<file path="src/rtl/note_key_scanner.sv">
// note_key_scanner
// Front end of the single-note player path. The raw DE2 note keys and the
// layer-advance button are synchronized and debounced. A three-state FSM
// tracks the active layer. The block presents a registered one-hot layer code
// and a one-hot note code to the layered note player.
//
// Build option: define NOTE_KEY_DEBOUNCE_EN to include the counting
// debouncers. When the macro is not defined, each debounced level is the
// synchronizer output, and the latency drops to 3 edges.
//
// Ports:
//   clk          in  1  system clock (50 MHz)
//   reset_n      in  1  asynchronous active-low reset
//   key_n        in  4  raw note keys, active-low; bit i selects note i
//   layer_btn_n  in  1  raw layer-advance button, active-low
//   state        out 3  one-hot layer: 001 L1, 010 L2, 100 L3
//   note         out 4  one-hot lowest pressed note, 0000 when none
//   key_valid    out 1  high iff note != 0000
//   layer_change out 1  one-cycle pulse coincident with a state update
module note_key_scanner #(
  parameter int DEBOUNCE_CYCLES = 500000,
  parameter int CNT_W           = 20
) (
  input  logic       clk,
  input  logic       reset_n,
  input  logic [3:0] key_n,
  input  logic       layer_btn_n,
  output logic [2:0] state,
  output logic [3:0] note,
  output logic       key_valid,
  output logic       layer_change
);

  typedef enum logic [2:0] {
    L1 = 3'b001,
    L2 = 3'b010,
    L3 = 3'b100
  } layer_t;

  // Isolate the lowest set bit; zero input yields zero.
  function automatic logic [3:0] lowest_onehot(input logic [3:0] p);
    return p & (~p + 4'd1);
  endfunction

  logic [4:0] raw_s;
  logic [4:0] sync1_r;
  logic [4:0] sync2_r;
  logic [4:0] deb_s;

  layer_t     layer_r;
  layer_t     layer_next_s;
  logic       layer_prev_r;
  logic       press_s;
  logic [3:0] pressed_s;
  logic       lock_r;
  logic       lock_next_s;
  logic [3:0] note_next_s;
  logic [3:0] note_r;
  logic       key_valid_r;
  logic       layer_change_r;

  // Bit 4 carries the layer button; bits 3:0 carry the note keys.
  assign raw_s = {layer_btn_n, key_n};

  // Two-flop synchronizer. It resets to the released level.
  always_ff @(posedge clk or negedge reset_n) begin
    if (!reset_n) begin
      sync1_r <= 5'b11111;
      sync2_r <= 5'b11111;
    end else begin
      sync1_r <= raw_s;
      sync2_r <= sync1_r;
    end
  end

`ifdef NOTE_KEY_DEBOUNCE_EN
  localparam logic [CNT_W-1:0] CNT_MAX  = CNT_W'(DEBOUNCE_CYCLES - 1);
  localparam logic [CNT_W-1:0] CNT_ZERO = {CNT_W{1'b0}};
  localparam logic [CNT_W-1:0] CNT_ONE  = CNT_W'(1);

  for (genvar i = 0; i < 5; i++) begin : g_deb
    logic             level_r;
    logic [CNT_W-1:0] cnt_r;

    // Accept a new level only after DEBOUNCE_CYCLES consecutive differing
    // samples. Any agreeing sample discards the count.
    always_ff @(posedge clk or negedge reset_n) begin
      if (!reset_n) begin
        level_r <= 1'b1;
        cnt_r   <= CNT_ZERO;
      end else if (sync2_r[i] == level_r) begin
        cnt_r   <= CNT_ZERO;
      end else if (cnt_r == CNT_MAX) begin
        level_r <= sync2_r[i];
        cnt_r   <= CNT_ZERO;
      end else begin
        cnt_r   <= cnt_r + CNT_ONE;
      end
    end

    assign deb_s[i] = level_r;
  end
`else
  assign deb_s = sync2_r;

  // The debounce parameters have no effect in this build. They are still
  // referenced, so out-of-range settings remain visible at elaboration.
  if ((DEBOUNCE_CYCLES < 1) || (CNT_W < 1)) begin : g_param_unused
  end
`endif

  // A press edge on the layer button is a debounced 1->0 transition.
  assign press_s   = layer_prev_r & ~deb_s[4];
  assign pressed_s = ~deb_s[3:0];

  // Layer FSM next state: advance once per press edge.
  always_comb begin
    layer_next_s = layer_r;
    if (press_s) begin
      case (layer_r)
        L1:      layer_next_s = L2;
        L2:      layer_next_s = L3;
        L3:      layer_next_s = L1;
        default: layer_next_s = L1;
      endcase
    end else begin
      layer_next_s = layer_r;
    end
  end

  // Lockout and note encoding. Keys held across a layer change stay muted
  // until every key has been released.
  always_comb begin
    lock_next_s = lock_r;
    note_next_s = 4'b0000;
    if (press_s) begin
      lock_next_s = 1'b1;
    end else if (pressed_s == 4'b0000) begin
      lock_next_s = 1'b0;
    end else begin
      lock_next_s = lock_r;
    end
    if (press_s || lock_r) begin
      note_next_s = 4'b0000;
    end else begin
      note_next_s = lowest_onehot(pressed_s);
    end
  end

  // State and output registers.
  always_ff @(posedge clk or negedge reset_n) begin
    if (!reset_n) begin
      layer_r        <= L1;
      layer_prev_r   <= 1'b1;
      lock_r         <= 1'b0;
      note_r         <= 4'b0000;
      key_valid_r    <= 1'b0;
      layer_change_r <= 1'b0;
    end else begin
      layer_r        <= layer_next_s;
      layer_prev_r   <= deb_s[4];
      lock_r         <= lock_next_s;
      note_r         <= note_next_s;
      key_valid_r    <= (note_next_s != 4'b0000);
      layer_change_r <= press_s;
    end
  end

  assign state        = layer_r;
  assign note         = note_r;
  assign key_valid    = key_valid_r;
  assign layer_change = layer_change_r;

endmodule

</file>
<file path="config.mk">
export PLATFORM = sky130hd
export DESIGN_NAME = note_key_scanner
export DESIGN_NICKNAME = d
export VERILOG_FILES = /design/src/rtl/note_key_scanner.sv
export SDC_FILE = /design/constraint.sdc
export NUM_CORES = 1
export LEC_CHECK = 0
export ABC_CLOCK_PERIOD_IN_PS = 1400
export BUFFER_PORTS_ARGS = -buffer_cell sky130_fd_sc_hd__buf_2
export CAP_MARGIN = 30
export CORE_UTILIZATION = 49
export DETAILED_ROUTE_END_ITERATION = 6
export GPL_ROUTABILITY_DRIVEN = 0
export PLACE_DENSITY = 0.73
export SKIP_LAST_GASP = 1
export SYNTH_ARGS = -nofsm -noshare
export SYNTH_HDL_FRONTEND = slang
export SYNTH_SLANG_ARGS = --single-unit
</file>
<file path="constraint.sdc">
create_clock -name clk -period 1.4 [get_ports clk]
set_input_delay 0.07 -clock clk [delete_from_list [all_inputs] [get_ports clk]]
set_output_delay 0.07 -clock clk [all_outputs]
set_load 0.02 [all_outputs]
</file>
# [After elaboration in Yosys (flattened, before gate mapping)]
# Index checks and enable logic that the tools add are counted.
[word_totals] reg_bits=21 in_bits=7 out_inout_bits=9
[classes] add_sub_neg=1 eq_ne=2 muxes=4 bitwise_logic=5 reduce_logical=4
[ops] cell="$not 4->4" n=2
[ops] cell="$pmux 3 s2" n=1
[ops] cell="$add 4x1->4 const B" n=1
[ops] cell="$and 4x4->4" n=1
[ops] cell="$logic_not 4->1" n=1
[ops] cell="$mux 4" n=1
[ops] cell="$reduce_bool 4->1" n=1
[ops] cell="$eq 3x1->1 const B" n=1
[ops] cell="$eq 3x2->1 const B" n=1
[ops] cell="$mux 1" n=2
[ops] cell="$reduce_bool 2->1" n=1
[ops] cell="$and 1x1->1" n=1
[ops] cell="$logic_or 1x1->1" n=1
[ops] cell="$not 1->1" n=1

# [Logic depth before layout (Yosys ltp)]
[logic_depth] depth_word=6 mapped_depth=3 ltp_nobuf=3

# [Worst setup path before layout]
# Ideal clock, no wire load.
[synth_timing] kind="register to register" start="register sync2_r[4] (netlist: deb_s[4])" end="register note_r[2] (netlist: note[2])" setup_time_ns=0.095 arrival_time_ns=0.927 slack_ns=0.378 stages_incl_launch_ff=4 cell_sequence="dfstp_2 nand2b_4 inv_4 nor4b_2"
[synth_between] elab_chain_cells=4
[synth_rtl] item="from (decl)" line="47" rtl="logic [4:0] sync2_r;"
[synth_rtl] item="from (signal assigned)" line="72" rtl="sync2_r <= sync1_r;"
[synth_rtl] item="$not 1->1" line="113" rtl="assign press_s = layer_prev_r & ~deb_s[4];"
[synth_rtl] item="$and 1x1->1" line="113"
[synth_rtl] item="$logic_or 1x1->1" line="143" rtl="if (press_s || lock_r) begin"
[synth_rtl] item="$mux 4" line="143"
[synth_rtl] item="named net note_next_s[2]" line="57" rtl="logic [3:0] note_next_s;"
[synth_rtl] item="to (signal assigned)" line="163" rtl="note_r <= note_next_s;"
[synth_rtl] item="to (decl)" line="58" rtl="logic [3:0] note_r;"
# The timed path passes the listed nets, and every way through them passes these cells.
# A chain may end at the register's enable or synchronous reset.

# [Final worst setup path]
[layout_timing] start="register layer_r[0] (netlist: state[0])" end="output state[0]"
[layout_rtl] item="from (decl)" line="50" rtl="layer_t layer_r;"
[layout_rtl] item="from (signal assigned)" line="160" rtl="layer_r <= layer_next_s;"
[layout_rtl] item="to (decl)" line="28" rtl="output logic [2:0] state,"
# No word-level cell between the ends.

==> reports/qor.csv <==
stage,metric,value,unit
timing,hold_viol,0,
setup_path,crit_fanout,5,
status,status,completed,
power,p_comb_frac,0.195,
clock_tree,clockBufferDepth,2,
floorplan,initial_utilization,0.5337,
yosys,synth.area.top_cells,"dfstp_2 45%, dfrtp_1 32%, nor3_1 2.1%",
setup_path,crit_buf_inv,1,
detailed_routing,postRouteAntennaNets,0,
detailed_routing,dr.first_iter.drc_count,1,
detailed_routing,routedWlPerCell,11.64,um
timing,skew,6.162,ps
global_route,grt-ovfl-total,0,
cells_and_area,instances_no_fill,81,
power,p_leak,0.0004257,uW
power,p_int,915.9,uW
power,p_sw_frac,0.2868,
timing,rsz0062_at_grt,no,
global_route,grt_pass1_wl,1614,um
timing,setup_ws,286.2,ps
placed_design,dpl.hpwl,652.1,um
floorplan,rows,13,
power,clock_power_share,0.216,
yosys,avgSynthCellArea,17.15,um2
cells_and_area,fin_nets,74,
cells_and_area,area_growth,25.80,%
power,sequentialPowerShare,0.589,
global_route,antenna_found_initial,0,
clock_tree,ctsResizeCount,0,
clock_tree,htreeDepth,1,
yosys,synth_seq_area_share,0.7687,
placed_design,dp_slack,322.3,ps
yosys,ys_warn_count,0,
flow_run,cap_violations,0,
setup_path,worstReg2RegStart,deb_s[4]$_DFF_PN1_,
detailed_routing,vias_per_cell,5.012,
clock_tree,cts-buffers-inserted,3,
clock_tree,clock_latency,300,ps
placed_design,placed_cells,71,
timing,hold_slack,218.4,ps
setup_path,rr_worst_depth,3,
power,ir_drop,1021,uV
placed_design,port_buffers,15,
detailed_routing,vias,406,
timing,tightest_slew,413.6,ps
setup_path,critPathTopFamily,flip-flops,
cells_and_area,drive_gt1_frac,0.5455,
setup_path,critPathKind,flip-flop to output pin,
power,switchingPower,368.3,uW
yosys,synth_top_area_frac,0.4484,
yosys,yosysTopAreaCell,dfstp_2,
setup_path,path_depth,1,
yosys,ys_types,18,
floorplan,die_x,39.88,um
power,fin_total_pwr,1284,uW
setup_path,crit_path_top_delay_cell,dfstp_2,
clock_tree,cts-root-buf,clkbuf_4,
timing,period_share,0.7956,
yosys,syn-num-nets,48,
worst_hold_path,hp-class,primary input to async pin,
power,power_density,1452,mW/mm2
floorplan,io-pin-count,16,
timing,min_period,1114,ps
timing,setup_violations,0,
setup_path,start_kind,flip-flop,
setup_path,worstPathRequired,1330,ps
clock_tree,hold_buffers,6,
setup_path,cp-end-kind,output pin,
timing,max_freq,0.8979,GHz
setup_path,crit_chain,buf_2,
setup_path,crit_path_start,state[0]$_DFFE_PN1P_,
detailed_routing,drcViolationCount,0,
clock_tree,cts_sinks,21,
global_route,grt_pass1_vias,397,
timing,slew_headroom,0.7243,
global_route,grt_max_degree,22,
clock_tree,cts_post_setup_buffers_inserted,0,
yosys,ys_ff_latch,21,
cells_and_area,fill_cells,94,
clock_tree,cts_tree,built,
floorplan,dieArea,0.001590,mm2
floorplan,die_height,39.88,um
clock_tree,clk_pin_slew,110,ps
global_route,track_usage,0.1679,
yosys,netlist_area,703.2,um2
floorplan,core,0.001318,mm2
yosys,syn_inst,41,
timing,tns,0,ps
detailed_routing,drt-pass1-iter-count,2,
setup_path,cp.arrival,1040,ps
timing,finalMaxSlewViolations,0,
detailed_routing,finalWirelength,943,um
cells_and_area,diodes,0,
setup_path,slowest_delay,580,ps
-- registers in the layout, indices dropped and copies added, names as in the netlist --
register,count
lock_r,1
key_valid,1
state,3
layer_change,1
deb_s,5
sync1_r,5
note,4
layer_prev_r,1
-- cells in the mapped netlist (all sizes together) --
master,count
inv,4
a22o,1
mux2i,1
nor3b,1
nor4,1
dfstp,12
o21ai,1
nand2,1
and4,1
nor4b,1
and4bb,1
dfrtp,9
a221oi,1
nand4bb,1
nand2b,2
nor3,3
-- cell families after synthesis --
group	after synthesis	synth area share
buffers and inverters	4	0.02492
flip-flops	21	0.7687
AO/OA/AOI/OAI	3	0.04091
AND/OR/NAND/NOR	12	0.1512
multiplexers	1	0.01424
-- layer usage --
layer,track usage,up-vias,part of all wire
li1,-,192,-
met1,0.2007,195,0.46
met2,0.2581,15,0.49
met3,0.05114,4,0.042
met4,0.1034,0,0.013
met5,0,-,0
-- placed cells by master, fill, tap and decap left out --
cell type,netlist,final
a221oi_2,1,1
a22o_1,1,1
and4_1,1,1
and4bb_1,1,1
buf_2,0,15
clkbuf_4,0,3
clkinv_2,0,1
dfrtp_1,9,9
dfstp_2,12,12
dlygate4sd3_1,0,6
inv_1,3,3
inv_4,1,1
mux2i_1,1,1
nand2_1,1,1
nand2b_1,1,1
nand2b_4,1,1
nand4bb_1,1,1
nor3_1,3,3
nor3b_1,1,1
nor4_2,1,1
nor4b_2,1,1
o21ai_1,1,1
-- power groups by stage --
stage | registers (uW) | clock network [uW] | logic, uW
global route | 773 | 320 | 274
CTS | 757 | 293 | 253
finish | 757 | 277 | 250
detailed placement | 766 | 0 | 242
floorplan | 810 | 0 | 104
global placement | 761 | 0 | 240
-- final timing paths --
kind	to	slack, ps
max in group asynchronous	layer_prev_r$_DFF_PN1_	850
setup reg to reg	note[3]$_DFF_PN0_	290
hold reg to reg	deb_s[1]$_DFF_PN1_	360
hold / removal	note[3]$_DFF_PN0_	220
setup / recovery	state[0]	290
min in group clk	deb_s[1]$_DFF_PN1_	360
-- area by class of cell --
| cell class | instances | area [um2] | area share |
|---|---|---|---|
| timing repair buffer | 21 | 135.1 | 0.1528 |
| clock inverter | 1 | 5.005 | 0.005658 |
| multi-input combinational | 16 | 145.1 | 0.1641 |
| sequential | 21 | 540.5 | 0.6110 |
| clock buffer | 3 | 22.52 | 0.02546 |
| tap | 15 | 18.77 | 0.02122 |
| inverter | 4 | 17.52 | 0.01980 |
-- stage by stage --
| step | util | area [um2] |
|---|---|---|
| after global routing | 0.6714 | 884.6 |
| after detailed placement | 0.6049 | 797.0 |
| after CTS | 0.6714 | 884.6 |
| after global placement | 0.6049 | 797.0 |
| after floorplan | - | 703.2 |
| final | 0.6714 | 884.6 |
No activity file was read; power rests on OpenSTA's default activity.
